[src/rtl/pipe_cla_adder.sv]
// ============================================================================
// Module   : pipe_cla_adder
// Brief    : Two-stage valid/ready pipelined carry-lookahead adder with
//            group/word propagate-generate outputs for cascading.
// Revision : 1.0 - initial release
// ============================================================================
`default_nettype none

module pipe_cla_adder #(
    parameter int WIDTH = 12,
    parameter int GROUP = 3
) (
    input  logic             clock,
    input  logic             reset,
    input  logic             io_in_valid,
    output logic             io_in_ready,
    input  logic [WIDTH-1:0] io_a,
    input  logic [WIDTH-1:0] io_b,
    input  logic             io_c_in,
    output logic             io_out_valid,
    input  logic             io_out_ready,
    output logic [WIDTH-1:0] io_sum,
    output logic             io_c_out,
    output logic             io_ovf,
    output logic             io_pg,
    output logic             io_gg
);

    localparam int NGROUPS = WIDTH / GROUP;

    // Stage A: bitwise propagate/generate plus carry-in
    logic             r_a_valid;
    logic [WIDTH-1:0] r_p;
    logic [WIDTH-1:0] r_g;
    logic             r_cin;

    // Stage B: registered results
    logic             r_b_valid;
    logic [WIDTH-1:0] r_sum;
    logic             r_cout;
    logic             r_ovf;
    logic             r_pg;
    logic             r_gg;

    logic w_ready_a;
    logic w_ready_b;

    assign w_ready_b   = !r_b_valid || io_out_ready;
    assign w_ready_a   = !r_a_valid || w_ready_b;
    assign io_in_ready = w_ready_a;

    // Lookahead network over the stage-A registers
    logic [NGROUPS:0]   w_gc;       // carry into each group
    logic [NGROUPS:0]   w_wg;       // word generate chain with zero carry-in
    logic [NGROUPS-1:0] w_grp_pg;
    logic [NGROUPS-1:0] w_grp_gg;
    logic [WIDTH-1:0]   w_c;        // carry into each bit
    logic [WIDTH-1:0]   w_sum;
    logic               w_cout;
    logic               w_ovf;
    logic               w_pg;
    logic               w_gg;

    assign w_gc[0] = r_cin;
    assign w_wg[0] = 1'b0;

    genvar k, j;
    generate
        for (k = 0; k < NGROUPS; k++) begin : g_group
            localparam int BASE = k * GROUP;
            logic [GROUP:0] w_z;

            assign w_z[0]      = 1'b0;
            assign w_grp_pg[k] = &r_p[BASE +: GROUP];
            assign w_grp_gg[k] = w_z[GROUP];
            assign w_gc[k+1]   = w_grp_gg[k] | (w_grp_pg[k] & w_gc[k]);
            assign w_wg[k+1]   = w_grp_gg[k] | (w_grp_pg[k] & w_wg[k]);

            for (j = 0; j < GROUP; j++) begin : g_bit
                localparam int IDX = BASE + j;

                assign w_z[j+1]   = r_g[IDX] | (r_p[IDX] & w_z[j]);
                assign w_sum[IDX] = r_p[IDX] ^ w_c[IDX];

                if (j == 0) begin : g_first
                    assign w_c[IDX] = w_gc[k];
                end else begin : g_next
                    assign w_c[IDX] = r_g[IDX-1] | (r_p[IDX-1] & w_c[IDX-1]);
                end
            end
        end
    endgenerate

    assign w_cout = w_gc[NGROUPS];
    assign w_ovf  = w_c[WIDTH-1] ^ w_cout;
    assign w_pg   = &w_grp_pg;
    assign w_gg   = w_wg[NGROUPS];

    always_ff @(posedge clock) begin
        if (reset) begin
            r_a_valid <= 1'b0;
            r_p       <= '0;
            r_g       <= '0;
            r_cin     <= 1'b0;
        end else if (w_ready_a) begin
            r_a_valid <= io_in_valid;
            if (io_in_valid) begin
                r_p   <= io_a ^ io_b;
                r_g   <= io_a & io_b;
                r_cin <= io_c_in;
            end
        end
    end

    always_ff @(posedge clock) begin
        if (reset) begin
            r_b_valid <= 1'b0;
            r_sum     <= '0;
            r_cout    <= 1'b0;
            r_ovf     <= 1'b0;
            r_pg      <= 1'b0;
            r_gg      <= 1'b0;
        end else if (w_ready_b) begin
            r_b_valid <= r_a_valid;
            if (r_a_valid) begin
                r_sum  <= w_sum;
                r_cout <= w_cout;
                r_ovf  <= w_ovf;
                r_pg   <= w_pg;
                r_gg   <= w_gg;
            end
        end
    end

    assign io_out_valid = r_b_valid;
    assign io_sum       = r_sum;
    assign io_c_out     = r_cout;
    assign io_ovf       = r_ovf;
    assign io_pg        = r_pg;
    assign io_gg        = r_gg;

endmodule

`default_nettype wire

[config.mk]
export PLATFORM = sky130hd
export DESIGN_NAME = pipe_cla_adder
export DESIGN_NICKNAME = d
export VERILOG_FILES = /design/src/rtl/pipe_cla_adder.sv
export SDC_FILE = /design/constraint.sdc
export NUM_CORES = 1
export LEC_CHECK = 0
export BUFFER_PORTS_ARGS = -buffer_cell sky130_fd_sc_hd__buf_2
export CAP_MARGIN = 10
export CORE_UTILIZATION = 55
export CTS_CLUSTER_DIAMETER = 150
export DETAILED_ROUTE_END_ITERATION = 8
export PLACE_DENSITY = 0.81
export SYNTH_ARGS = -nofsm -noshare
export SYNTH_HDL_FRONTEND = slang
export SYNTH_SLANG_ARGS = --single-unit
[constraint.sdc]
create_clock -name clock -period 5.1 [get_ports clock]
set_clock_uncertainty 0.2 [all_clocks]
set_input_delay 0.255 -clock clock [delete_from_list [all_inputs] [get_ports clock]]
set_output_delay 0.255 -clock clock [all_outputs]
set_load 0.01 [all_outputs]
==> metrics list <==
- Result of the run: finished clean
* Number of maximum-capacitance constraint violations: 0
* Instance count along the most critical hold path: 4
* Worst hold path class: input pin to register
- The H-tree was split into 2 levels.
- Post-CTS setup buffers: 0
- The initial utilization of the core area, before any placement, comes to between 50% and 60%.
- Global routing finished with a remaining overflow of 0.
* Required time at the worst-slack endpoint: 5.18 ns
- Half-perimeter wire length after placement: 2790 um
- ANT nets after route: 0
- Using the TritonRoute via totals, the vias-per-cell ratio works out to 5.21.
- Height of the die: about 62 um
* Upper clock frequency limit: between 300 and 400 MHz
* Final #Nets: roughly 340
* Final count of hold timing violations: 0
- The number of antenna violations at the first check in global routing came to 0.
- Non-filler instance count after layout: ~340
* Post-Synthesis Cells: roughly 250
- In the final timing run, aggregate negative setup slack is 0 ns.
* Internal power consumption: 0.000474 W
- After detailed routing, the number of remaining DRC violations is 0.
- Data on the critical path arrives at its endpoint at ~2.8 ns.
* First-pass GRT wire length: roughly 6600 um
* Die boundary width: a little over 60 um
- Wire per inst: about 12 um
- Final antenna diode count: 0
- RSZ-0062 raised after global routing: false
* I/O pins: 47
* TritonCTS sink count: 43
* Net Sw Power: 0.000166 W
- Sequential cell fraction of total power: a little under three fifths
- Setup-violating endpoint count in the final report: 0
- Via count of the first global-routing pass: about 1500
- Post-Syn Area per Cell: ~8.2 um^2
- Quantity of gates resized following cts: 0
* Maximum vdd drop: between 0.0002 and 0.00025 V
- Number of cells on the worst reg-to-reg path: 11
* Final routed wirelength across all metal layers: between 3000 and 4000 um
- Including well taps, the total number of placed cells is ~330.
* Total clock buffers created by CTS: 5
- After synthesis, flip-flops and latches occupy approximately 43% of the total area.
* Clock edge transition at the registers on the reported setup and hold paths: approximately 0.12 ns
* Area of the die: 0.00389 mm^2
- The worst setup path is launched from a register.
* Number of pins exceeding their max-slew limit in the final report: 0
* Deepest clock path buffer count: 2
- In this run the most critical hold path is launched from io_out_ready.
- Summed over all cells, the static leakage comes to 1.04 nW.
- Net switching fraction of the power: between 20% and 30%
* Clock tree root buffer cell: clkbuf_4
- TritonCTS clock tree: done
- Yosys printed 0 warnings.
- Class of the most critical setup path: register to register
- Kind of capture point of the worst setup path: register
* Syn Std Cell Area: ~0.002 mm^2
- Netlist cell types: 24
- The first TritonRoute pass finished after 4 iterations.
* Final critical-path required period: between 2 and 3 ns
- For hold timing, the worst endpoint is io_out_valid$_SDFFE_PP0P_.
- At the later pin of the worst-skew pair, clock insertion delay measures around 0.35 ns.
- In this run the worst path has a maximum fanout of 6.
* PwrDens: around 280 mW/mm^2
* Headroom to the max-slew limit: a little over a third
- Relative to the synthesized area, the layout overhead comes to 16.1%.
- The top cell types in the final layout, fill and taps aside, are 78 x nand2_1, 46 x buf_2, 43 x a21oi_1, 43 x dfxtp_1, 20 x ha_1.
* Number of fillers in the final layout: 303
* Standard-cell row count: 21
- Period utilisation layout: a little over half
- Counting flops and latches in the post-synthesis netlist gives 43.
* Crit Reg-Reg Endpoint: io_ovf$_SDFFE_PP0P_
- The first routing iteration left 70 violations.
* Fraction of power consumed by the clock network: between 20% and 30%
- Maximum number of pins on one net before global-route repair: 44
- Register-to-register setup slack: 2.35 ns
- Most common library cell in the layout ignoring fill and taps: nand2_1
- Port buffering added 46 buffers.
- The core region is approximately 0.0034 mm^2.
- Reg2Reg Launch Point: r_p[2]$_SDFFE_PP0P_
- In this run, post-CTS hold repair placed 2 buffers.
- Share of cells above drive strength 1: 21.8%
* Count of vias placed by the detailed router: between 1500 and 2000
- Synth Net Count: slightly below 300
* Combinational fraction of design power: between 10 and 15%
* Slew at the pin closest to its max-slew limit: about 0.97 ns
- Routability congestion estimate from global placement: 0.854
- Overall fraction of global-route tracks in use: between 20% and 30%
flip-flops by register name, summed over array words and instances, names as in the netlist:
name and flops:
io_c_out 1, io_gg 1, io_out_valid 1, io_ovf 1, io_pg 1, io_sum 12
r_a_valid 1, r_cin 1, r_g 12, r_p 12
power by group through the flow:
stage          clock network, W  logic (W)  registers [W]
5_1_grt                0.000206   0.000101       0.000370
6_report               0.000184  0.0000886       0.000367
2_1_floorplan                 0  0.0000566       0.000375
4_1_cts                0.000189  0.0000890       0.000367
3_5_place_dp                  0  0.0000873       0.000375
3_3_place_gp                  0  0.0000865       0.000374
worst max-delay path, stage by stage (launching register included):
cell and delay, ns:
dfxtp_1 0.37, a21oi_1 0.20, a21oi_1 0.15, nor3_1 0.26, o21ai_0 0.14, ha_1 0.19, or2_2 0.27, ha_1 0.17
nor2_1 0.23, nor2_1 0.09, a2bb2oi_2 0.18, a311oi_2 0.22
how the worst max path moves through the flow:
stage | startpoint | slack [ns] | cells past startpoint | end
2_1_floorplan | r_p[2]$_SDFFE_PP0P_ | 2.59 | 11 | io_ovf$_SDFFE_PP0P_
5_1_grt | r_p[2]$_SDFFE_PP0P_ | 2.19 | 11 | io_ovf$_SDFFE_PP0P_
3_3_place_gp | r_p[2]$_SDFFE_PP0P_ | 2.45 | 11 | io_ovf$_SDFFE_PP0P_
6_report | r_p[2]$_SDFFE_PP0P_ | 2.35 | 11 | io_ovf$_SDFFE_PP0P_
4_1_cts | r_p[2]$_SDFFE_PP0P_ | 2.35 | 11 | io_ovf$_SDFFE_PP0P_
3_5_place_dp | r_p[2]$_SDFFE_PP0P_ | 2.37 | 11 | io_ovf$_SDFFE_PP0P_
per-layer routing:
layer  share of wire (%)  vias up  wire, um  track usage, %
met1                  47      785      1830            26.4
met3                 5.5        7       211            6.43
met2                  46       45      1760            36.5
met4                 1.6        0        61            9.01
li1                    -      908         -               -
met5                   0        -         0               0
area by class of cell:
cell class              count  area, um^2  area share (%)
repair buffers             48         250            10.8
flip-flops and latches     43         861            37.0
clock buffers               8        68.8            2.96
well taps                  46        57.6            2.47
multi-input cells         188        1080            46.5
inverters                   2        7.51           0.323
stage by stage:
| step | utilization (%) | hold WS [ns] | total power (W) | setup slack (ns) | area (um^2) |
|---|---|---|---|---|---|
| 2_1_floorplan | - | 0.172 | 0.000432 | 2.59 | 2000 |
| 6_report | 68.1 | 0.0293 | 0.000640 | 2.35 | 2330 |
| 3_5_place_dp | 65.5 | 0.242 | 0.000462 | 2.37 | 2240 |
| 3_3_place_gp | 65.5 | 0.235 | 0.000460 | 2.45 | 2240 |
| 5_1_grt | 68.1 | 0.0549 | 0.000678 | 2.19 | 2330 |
| 4_1_cts | 68.1 | 0.0266 | 0.000646 | 2.35 | 2330 |
Yosys cell counts:
master	instances	area share [%]
o31ai_4	1	1.1
nand2b_1	1	0.31
clkbuf_1	5	0.94
nor3_1	1	0.25
a2111oi_4	1	1.4
nand4_1	1	0.31
a21o_1	2	0.75
nor2b_2	1	0.44
nand2_1	78	15
o21ai_0	2	0.50
a2bb2oi_2	1	0.75
inv_1	2	0.37
dfxtp_1	43	43
a311oi_2	1	0.75
and2_1	1	0.31
a21oi_1	43	11
nor2_1	15	2.8
a211oi_1	2	0.75
o21a_4	1	0.75
nand3_1	8	2.0
buf_2	7	1.7
ha_1	20	12
or2_2	4	1.2
xnor2_1	4	1.7
cells by family after synthesis:
| logic type | count (synthesis) | share of synthesized area [%] |
|---|---|---|
| compound gates | 54 | 17.4 |
| xor+xnor | 4 | 1.75 |
| fa+ha+maj | 20 | 12.5 |
| buf+inv | 14 | 3.06 |
| flops | 43 | 43.0 |
| simple gates | 110 | 22.3 |
Note: power is estimated with default switching activity, not from simulation.
